--- config.mk ---
export PLATFORM = sky130hd
export DESIGN_NAME = fifo_word_serializer
export DESIGN_NICKNAME = d
export VERILOG_FILES = /design/src/rtl/fifo_ser_pkg.sv /design/src/rtl/fifo_word_mem.sv /design/src/rtl/fifo_word_serializer.sv
export SDC_FILE = /design/constraint.sdc
export NUM_CORES = 1
export LEC_CHECK = 0
export ABC_CLOCK_PERIOD_IN_PS = 3150
export CELL_PAD_IN_SITES_DETAIL_PLACEMENT = 0
export CELL_PAD_IN_SITES_GLOBAL_PLACEMENT = 2
export CORE_MARGIN = 2
export CORE_UTILIZATION = 30
export DETAILED_ROUTE_END_ITERATION = 12
export PLACE_DENSITY_LB_ADDON = 0.1
export RECOVER_POWER = 25
export SLEW_MARGIN = 20
export SYNTH_ARGS = -nofsm -noshare
export SYNTH_HDL_FRONTEND = slang
export SYNTH_SLANG_ARGS = --single-unit
--- constraint.sdc ---
create_clock -name clk_fifo_i -period 3.15 [get_ports clk_fifo_i]
set_clock_uncertainty 0.15 [all_clocks]
set_input_delay 0.63 -clock clk_fifo_i [delete_from_list [all_inputs] [get_ports clk_fifo_i]]
set_output_delay 0.63 -clock clk_fifo_i [all_outputs]
set_load 0.01 [all_outputs]
--- src/rtl/fifo_ser_pkg.sv ---
// Shared types and helpers for the word-to-byte transmit FIFO.
// byte_sel works on a zero-extended word so one function serves every NBYTES up to MAX_NBYTES.
package fifo_ser_pkg;

  localparam int BYTE_W     = 8;
  localparam int MAX_NBYTES = 32;
  localparam int MAX_WORD_W = BYTE_W * MAX_NBYTES;

  typedef enum logic {
    S_IDLE = 1'b0,
    S_SEND = 1'b1
  } state_t;

  // idx counts bytes in transmit order; msb_first maps it onto the word from the top end
  function automatic logic [BYTE_W-1:0] byte_sel(
    input logic [MAX_WORD_W-1:0] word,
    input int unsigned           idx,
    input int unsigned           nbytes,
    input bit                    msb_first
  );
    int unsigned pos;
    pos = msb_first ? (nbytes - 1 - idx) : idx;
    return word[pos*BYTE_W +: BYTE_W];
  endfunction

endpackage

--- src/rtl/fifo_word_mem.sv ---
// Circular word store for the serializer: storage array, wrapping pointers, level and full.
// Push is refused when full and pop when empty, so callers may present raw requests.
module fifo_word_mem #(
  parameter int WORD_W = 64,
  parameter int DEPTH  = 4,
  localparam int PTR_W = $clog2(DEPTH),
  localparam int LVL_W = PTR_W + 1
) (
  input  logic              i_clk,
  input  logic              i_reset_n,
  input  logic              i_flush,
  input  logic              i_push,
  input  logic              i_pop,
  input  logic [WORD_W-1:0] i_wr_data,
  output logic [WORD_W-1:0] o_rd_data,
  output logic [LVL_W-1:0]  o_level,
  output logic              o_full
);

  logic [WORD_W-1:0] r_mem [DEPTH];
  logic [PTR_W-1:0]  r_wr_ptr;
  logic [PTR_W-1:0]  r_rd_ptr;
  logic [LVL_W-1:0]  r_level;
  logic              w_push;
  logic              w_pop;

  assign o_full    = (r_level == LVL_W'(DEPTH));
  assign w_push    = i_push && !o_full;
  assign w_pop     = i_pop && (r_level != '0);
  assign o_rd_data = r_mem[r_rd_ptr];
  assign o_level   = r_level;

  // DEPTH is a power of two, so pointers wrap by plain overflow
  always_ff @(posedge i_clk or negedge i_reset_n) begin
    if (!i_reset_n) begin
      for (int i = 0; i < DEPTH; i++) r_mem[i] <= '0;
      r_wr_ptr <= '0;
      r_rd_ptr <= '0;
      r_level  <= '0;
    end else if (i_flush) begin
      for (int i = 0; i < DEPTH; i++) r_mem[i] <= '0;
      r_wr_ptr <= '0;
      r_rd_ptr <= '0;
      r_level  <= '0;
    end else begin
      if (w_push) begin
        r_mem[r_wr_ptr] <= i_wr_data;
        r_wr_ptr        <= r_wr_ptr + PTR_W'(1);
      end
      if (w_pop) r_rd_ptr <= r_rd_ptr + PTR_W'(1);
      case ({w_push, w_pop})
        2'b10:   r_level <= r_level + LVL_W'(1);
        2'b01:   r_level <= r_level - LVL_W'(1);
        default: r_level <= r_level;
      endcase
    end
  end

endmodule

--- src/rtl/fifo_word_serializer.sv ---
// Word-to-byte FIFO for the UART TX path: buffers words and streams them out one byte per read.
// The next word is loaded on the same edge the last byte is consumed, so words run back-to-back.
module fifo_word_serializer
  import fifo_ser_pkg::*;
#(
  parameter int NBYTES    = 8,
  parameter int DEPTH     = 4,
  parameter bit MSB_FIRST = 1'b0
) (
  input  logic                       clk_fifo_i,
  input  logic                       reset_n,
  input  logic                       flush,
  input  logic                       wr_en,
  input  logic [BYTE_W*NBYTES-1:0]   wr_data,
  output logic                       full,
  input  logic                       rd_en,
  output logic [BYTE_W-1:0]          data_out,
  output logic                       data_valid,
  output logic                       word_done,
  output logic                       empty,
  output logic [$clog2(DEPTH):0]     level,
  output logic                       overflow
);

  localparam int WORD_W = BYTE_W * NBYTES;
  localparam int IDX_W  = $clog2(NBYTES);
  localparam int LVL_W  = $clog2(DEPTH) + 1;
  localparam logic [IDX_W-1:0] LAST_IDX = IDX_W'(NBYTES - 1);

  state_t            r_state;
  logic [WORD_W-1:0] r_word;
  logic [IDX_W-1:0]  r_byte_idx;
  logic [BYTE_W-1:0] r_data_out;
  logic              r_word_done;
  logic              r_overflow;

  logic [WORD_W-1:0] w_rd_data;
  logic [LVL_W-1:0]  w_level;
  logic              w_full;
  logic              w_push;
  logic              w_last;
  logic              w_advance;
  logic              w_load;
  logic [IDX_W-1:0]  w_next_idx;

  fifo_word_mem #(
    .WORD_W (WORD_W),
    .DEPTH  (DEPTH)
  ) u_mem (
    .i_clk     (clk_fifo_i),
    .i_reset_n (reset_n),
    .i_flush   (flush),
    .i_push    (w_push),
    .i_pop     (w_load),
    .i_wr_data (wr_data),
    .o_rd_data (w_rd_data),
    .o_level   (w_level),
    .o_full    (w_full)
  );

  assign w_push     = wr_en && !w_full && !flush;
  assign w_last     = (r_state == S_SEND) && rd_en && (r_byte_idx == LAST_IDX);
  assign w_advance  = (r_state == S_SEND) && rd_en && (r_byte_idx != LAST_IDX);
  assign w_load     = !flush && (w_level != '0) && ((r_state == S_IDLE) || w_last);
  assign w_next_idx = r_byte_idx + IDX_W'(1);

  // data_out is kept across flush and idle; data_valid alone qualifies it
  always_ff @(posedge clk_fifo_i or negedge reset_n) begin
    if (!reset_n) begin
      r_state     <= S_IDLE;
      r_word      <= '0;
      r_byte_idx  <= '0;
      r_data_out  <= '0;
      r_word_done <= 1'b0;
      r_overflow  <= 1'b0;
    end else if (flush) begin
      r_state     <= S_IDLE;
      r_word      <= '0;
      r_byte_idx  <= '0;
      r_word_done <= 1'b0;
      r_overflow  <= 1'b0;
    end else begin
      r_word_done <= w_last;
      if (wr_en && w_full) r_overflow <= 1'b1;
      if (w_load) begin
        r_state    <= S_SEND;
        r_word     <= w_rd_data;
        r_byte_idx <= '0;
        r_data_out <= byte_sel(MAX_WORD_W'(w_rd_data), 0, NBYTES, MSB_FIRST);
      end else if (w_last) begin
        r_state    <= S_IDLE;
        r_byte_idx <= '0;
      end else if (w_advance) begin
        r_byte_idx <= w_next_idx;
        r_data_out <= byte_sel(MAX_WORD_W'(r_word), 32'(w_next_idx), NBYTES, MSB_FIRST);
      end
    end
  end

  assign full       = w_full;
  assign level      = w_level;
  assign data_out   = r_data_out;
  assign data_valid = (r_state == S_SEND);
  assign word_done  = r_word_done;
  assign overflow   = r_overflow;
  assign empty      = (w_level == '0) && (r_state == S_IDLE);

endmodule

==> impl_metrics.env <==
export IMPL_wirelength_mm=45.5
export IMPL_final_nets=1724
export IMPL_post_route_period_util_pct=95.0
export IMPL_grt_max_degree=71
export IMPL_worstPathMaxFanout=12
export IMPL_io_pins=85
export IMPL_regToRegSetupSlack_ps=550
export IMPL_die_y_um=234
export IMPL_critPathLaunchType="flip-flop"
export IMPL_rows=84
export IMPL_synth_area_leaders="dfrtp_1 (54%), nand2_1 (15%), mux4_2 (9.7%), o21ai_0 (7.8%), a21oi_1 (2.0%)"
export IMPL_synth_edf_count=0
export IMPL_setup_viol=0
export IMPL_crit_path_end_kind="primary output"
export IMPL_synthTopCellsByCount="nand2_1 (636), dfrtp_1 (341), o21ai_0 (247)"
export IMPL_finalHoldViolations=0
export IMPL_status="finished, violations left"
export IMPL_post_route_util_pct=36.2
export IMPL_yosysWarnings=0
export IMPL_ys_types=46
export IMPL_cts_path_max_buffers=3
export IMPL_ys_flop_type="dfrtp_1"
export IMPL_maxSlewViolCount=122
export IMPL_vdd_drop_max_v=0.000323
export IMPL_post_place_cells=2290
export IMPL_pwr_share_seq_pct=39.0
export IMPL_grt_pass1_vias=11500
export IMPL_leakagePower_nw=7.79
export IMPL_viasPerCell=4.79
export IMPL_syn_nets=1682
export IMPL_cts_tree="done"
export IMPL_dp_hpwl_mm=28.2
export IMPL_final_cells=2368
export IMPL_grt_setup_unrepaired="false"
export IMPL_synth_top_area_cell="dfrtp_1"
export IMPL_drive_gt1_share_pct=11.9
export IMPL_netlist_area_mm2=0.0158
export IMPL_total_power_mw=13.4
export IMPL_initial_utilization_pct=30.2
export IMPL_synth_most_common_cell="nand2_1"
export IMPL_seq_area_frac_synth_pct=54.0
export IMPL_io_buffers=84
export IMPL_drtAntennaViolNets=0
export IMPL_wire_per_inst_um=19.2
export IMPL_fmax_mhz=334
export IMPL_h_tree_depth=2
export IMPL_hold_buffers=1
export IMPL_period_minus_slack_ps=2990
export IMPL_worst_slew_pin_slew_ps=1790
export IMPL_path_class="reg2out"
export IMPL_p_sw_mw=4.15
export IMPL_clkSlewWorstSetupHoldPaths_ps=60
export IMPL_post_cts_resized=0
export IMPL_avgSynthCellArea_um2=9.85
export IMPL_first_pass_iters=4
export IMPL_synth_top_cell_area_share_pct=54.0
export IMPL_worstPathRequired_ps=2370
export IMPL_track_usage_pct=17.3
export IMPL_coreArea_mm2=0.0523
export IMPL_postCtsSetupBuffers=0
export IMPL_ys_seq_elements=341
export IMPL_setup_tns_ps=0
export IMPL_clock_latency_ps=560
export IMPL_antenna_cells=0
export IMPL_powerDensity_mw_per_mm2=707
export IMPL_clkSinkCount=341
export IMPL_violations="max-capacitance violations, max-slew violations"
export IMPL_crit_arrival_ps=2210
export IMPL_die_area_mm2=0.0546
export IMPL_root_buffer="clkbuf_16"
export IMPL_hold_path_class="in2reg"
export IMPL_die_w_um=234
export IMPL_area_growth_pct=19.7
export IMPL_grt_overflow_total=0
export IMPL_maxCapViolCount=2
export IMPL_grt_pass1_wl_mm=72.1
export IMPL_antenna_found_initial=0
export IMPL_drc=0
export IMPL_fillCellCount=5272
export IMPL_p_comb_share_pct=23.5
export IMPL_globalplace_congestion=0.712
export IMPL_numCtsBuffers=43
export IMPL_routed_via_count=11300
export IMPL_netlist_instances=1606
export IMPL_internal_power_mw=9.24
export IMPL_swShare_pct=31.0
export IMPL_slew_limit_headroom_pct=-19.4
export IMPL_async_reset_ff_share_pct=100
export IMPL_drtIter0Drc=704
export IMPL_pwr_share_clk_pct=37.5
## state kept, by name, indices dropped and copies added, names as in the netlist, 2 cells and up
register / count
data_out: 8
r_byte_idx: 3
r_word: 64
u_mem.o_level: 3
u_mem.r_mem: 256
u_mem.r_rd_ptr: 2
u_mem.r_wr_ptr: 2
## stage by stage
step	setup WS [ps]	area, um2	hold slack, ps
floorplan	511	15800	184
global placement	229	17500	306
detailed placement	279	17500	309
CTS	122	18900	208
global route	56.2	18900	240
finish	158	18900	241
## power groups by stage
stage                     combinational [mW]  sequential, mW  clock (mW)
after CTS                               3.26            5.23        5.20
after detailed placement                3.26            5.30           0
after global routing                    3.50            5.28        5.38
after floorplan                         2.07            5.13           0
after global placement                  3.25            5.30           0
final                                   3.15            5.22        5.02
## path summary, 6_finish.rpt
check,from,endpoint,depth (start not counted)
min reg2reg,r_word[6],r_word[6],1
min,flush,data_valid,2
max,u_mem.o_level[1],empty,3
min in group asynchronous,reset_n,u_mem.r_mem[240],2
max in group asynchronous,reset_n,r_word[25],3
max reg2reg,r_byte_idx[0],r_word[18],8
## critical path, cell delays in order, from the launching register on
cell             delay [ps]
dfrtp_1                 540
or2_2                   400
nor3_1                  150
clkdlybuf4s50_1         560
## final cells by class
| cell class | count | area (um2) | share of cell area, % |
|---|---|---|---|
| repair buffers | 126 | 1390 | 7.37 |
| multi-input cells | 1133 | 6670 | 35.3 |
| well taps | 688 | 861 | 4.55 |
| clock buffers | 69 | 1380 | 7.27 |
| inverters | 3 | 16.3 | 0.0860 |
| flip-flops and latches | 341 | 8540 | 45.1 |
| clock inverters | 8 | 67.6 | 0.357 |
## kinds of logic (layout without fill, tap and decap cells)
| logic type | after synthesis | in the layout | share of synthesized area, % |
|---|---|---|---|
| and+or+nand+nor | 680 | 680 | 17.0 |
| DFF | 341 | 341 | 54.0 |
| AOI/OAI and AO/OA | 346 | 346 | 11.4 |
| buffers and inverters | 132 | 206 | 4.10 |
| xor gates and xnor gates | 4 | 4 | 0.221 |
| adders and majority gates | 7 | 7 | 0.601 |
| muxes | 96 | 96 | 12.7 |
## metal layers
metal	track usage [%]	share of wire [%]
met1	25.4	49
met4	4.69	1.9
met5	0	0
met2	26.6	46
met3	2.39	3.0
## layout by cell type (no fill, tap or decap), types with 7 or more instances in the layout
master,count
o21ai_1,10
a21oi_1,63
clkbuf_16,45
o21ai_0,247
mux4_1,12
clkbuf_8,16
buf_4,19
buf_12,20
a21o_1,7
dfrtp_1,339
clkbuf_1,8
nand2_1,636
clkdlybuf4s50_1,82
mux2i_1,10
mux4_2,68
nor2_1,9
No activity file was read; power rests on OpenSTA's default activity.
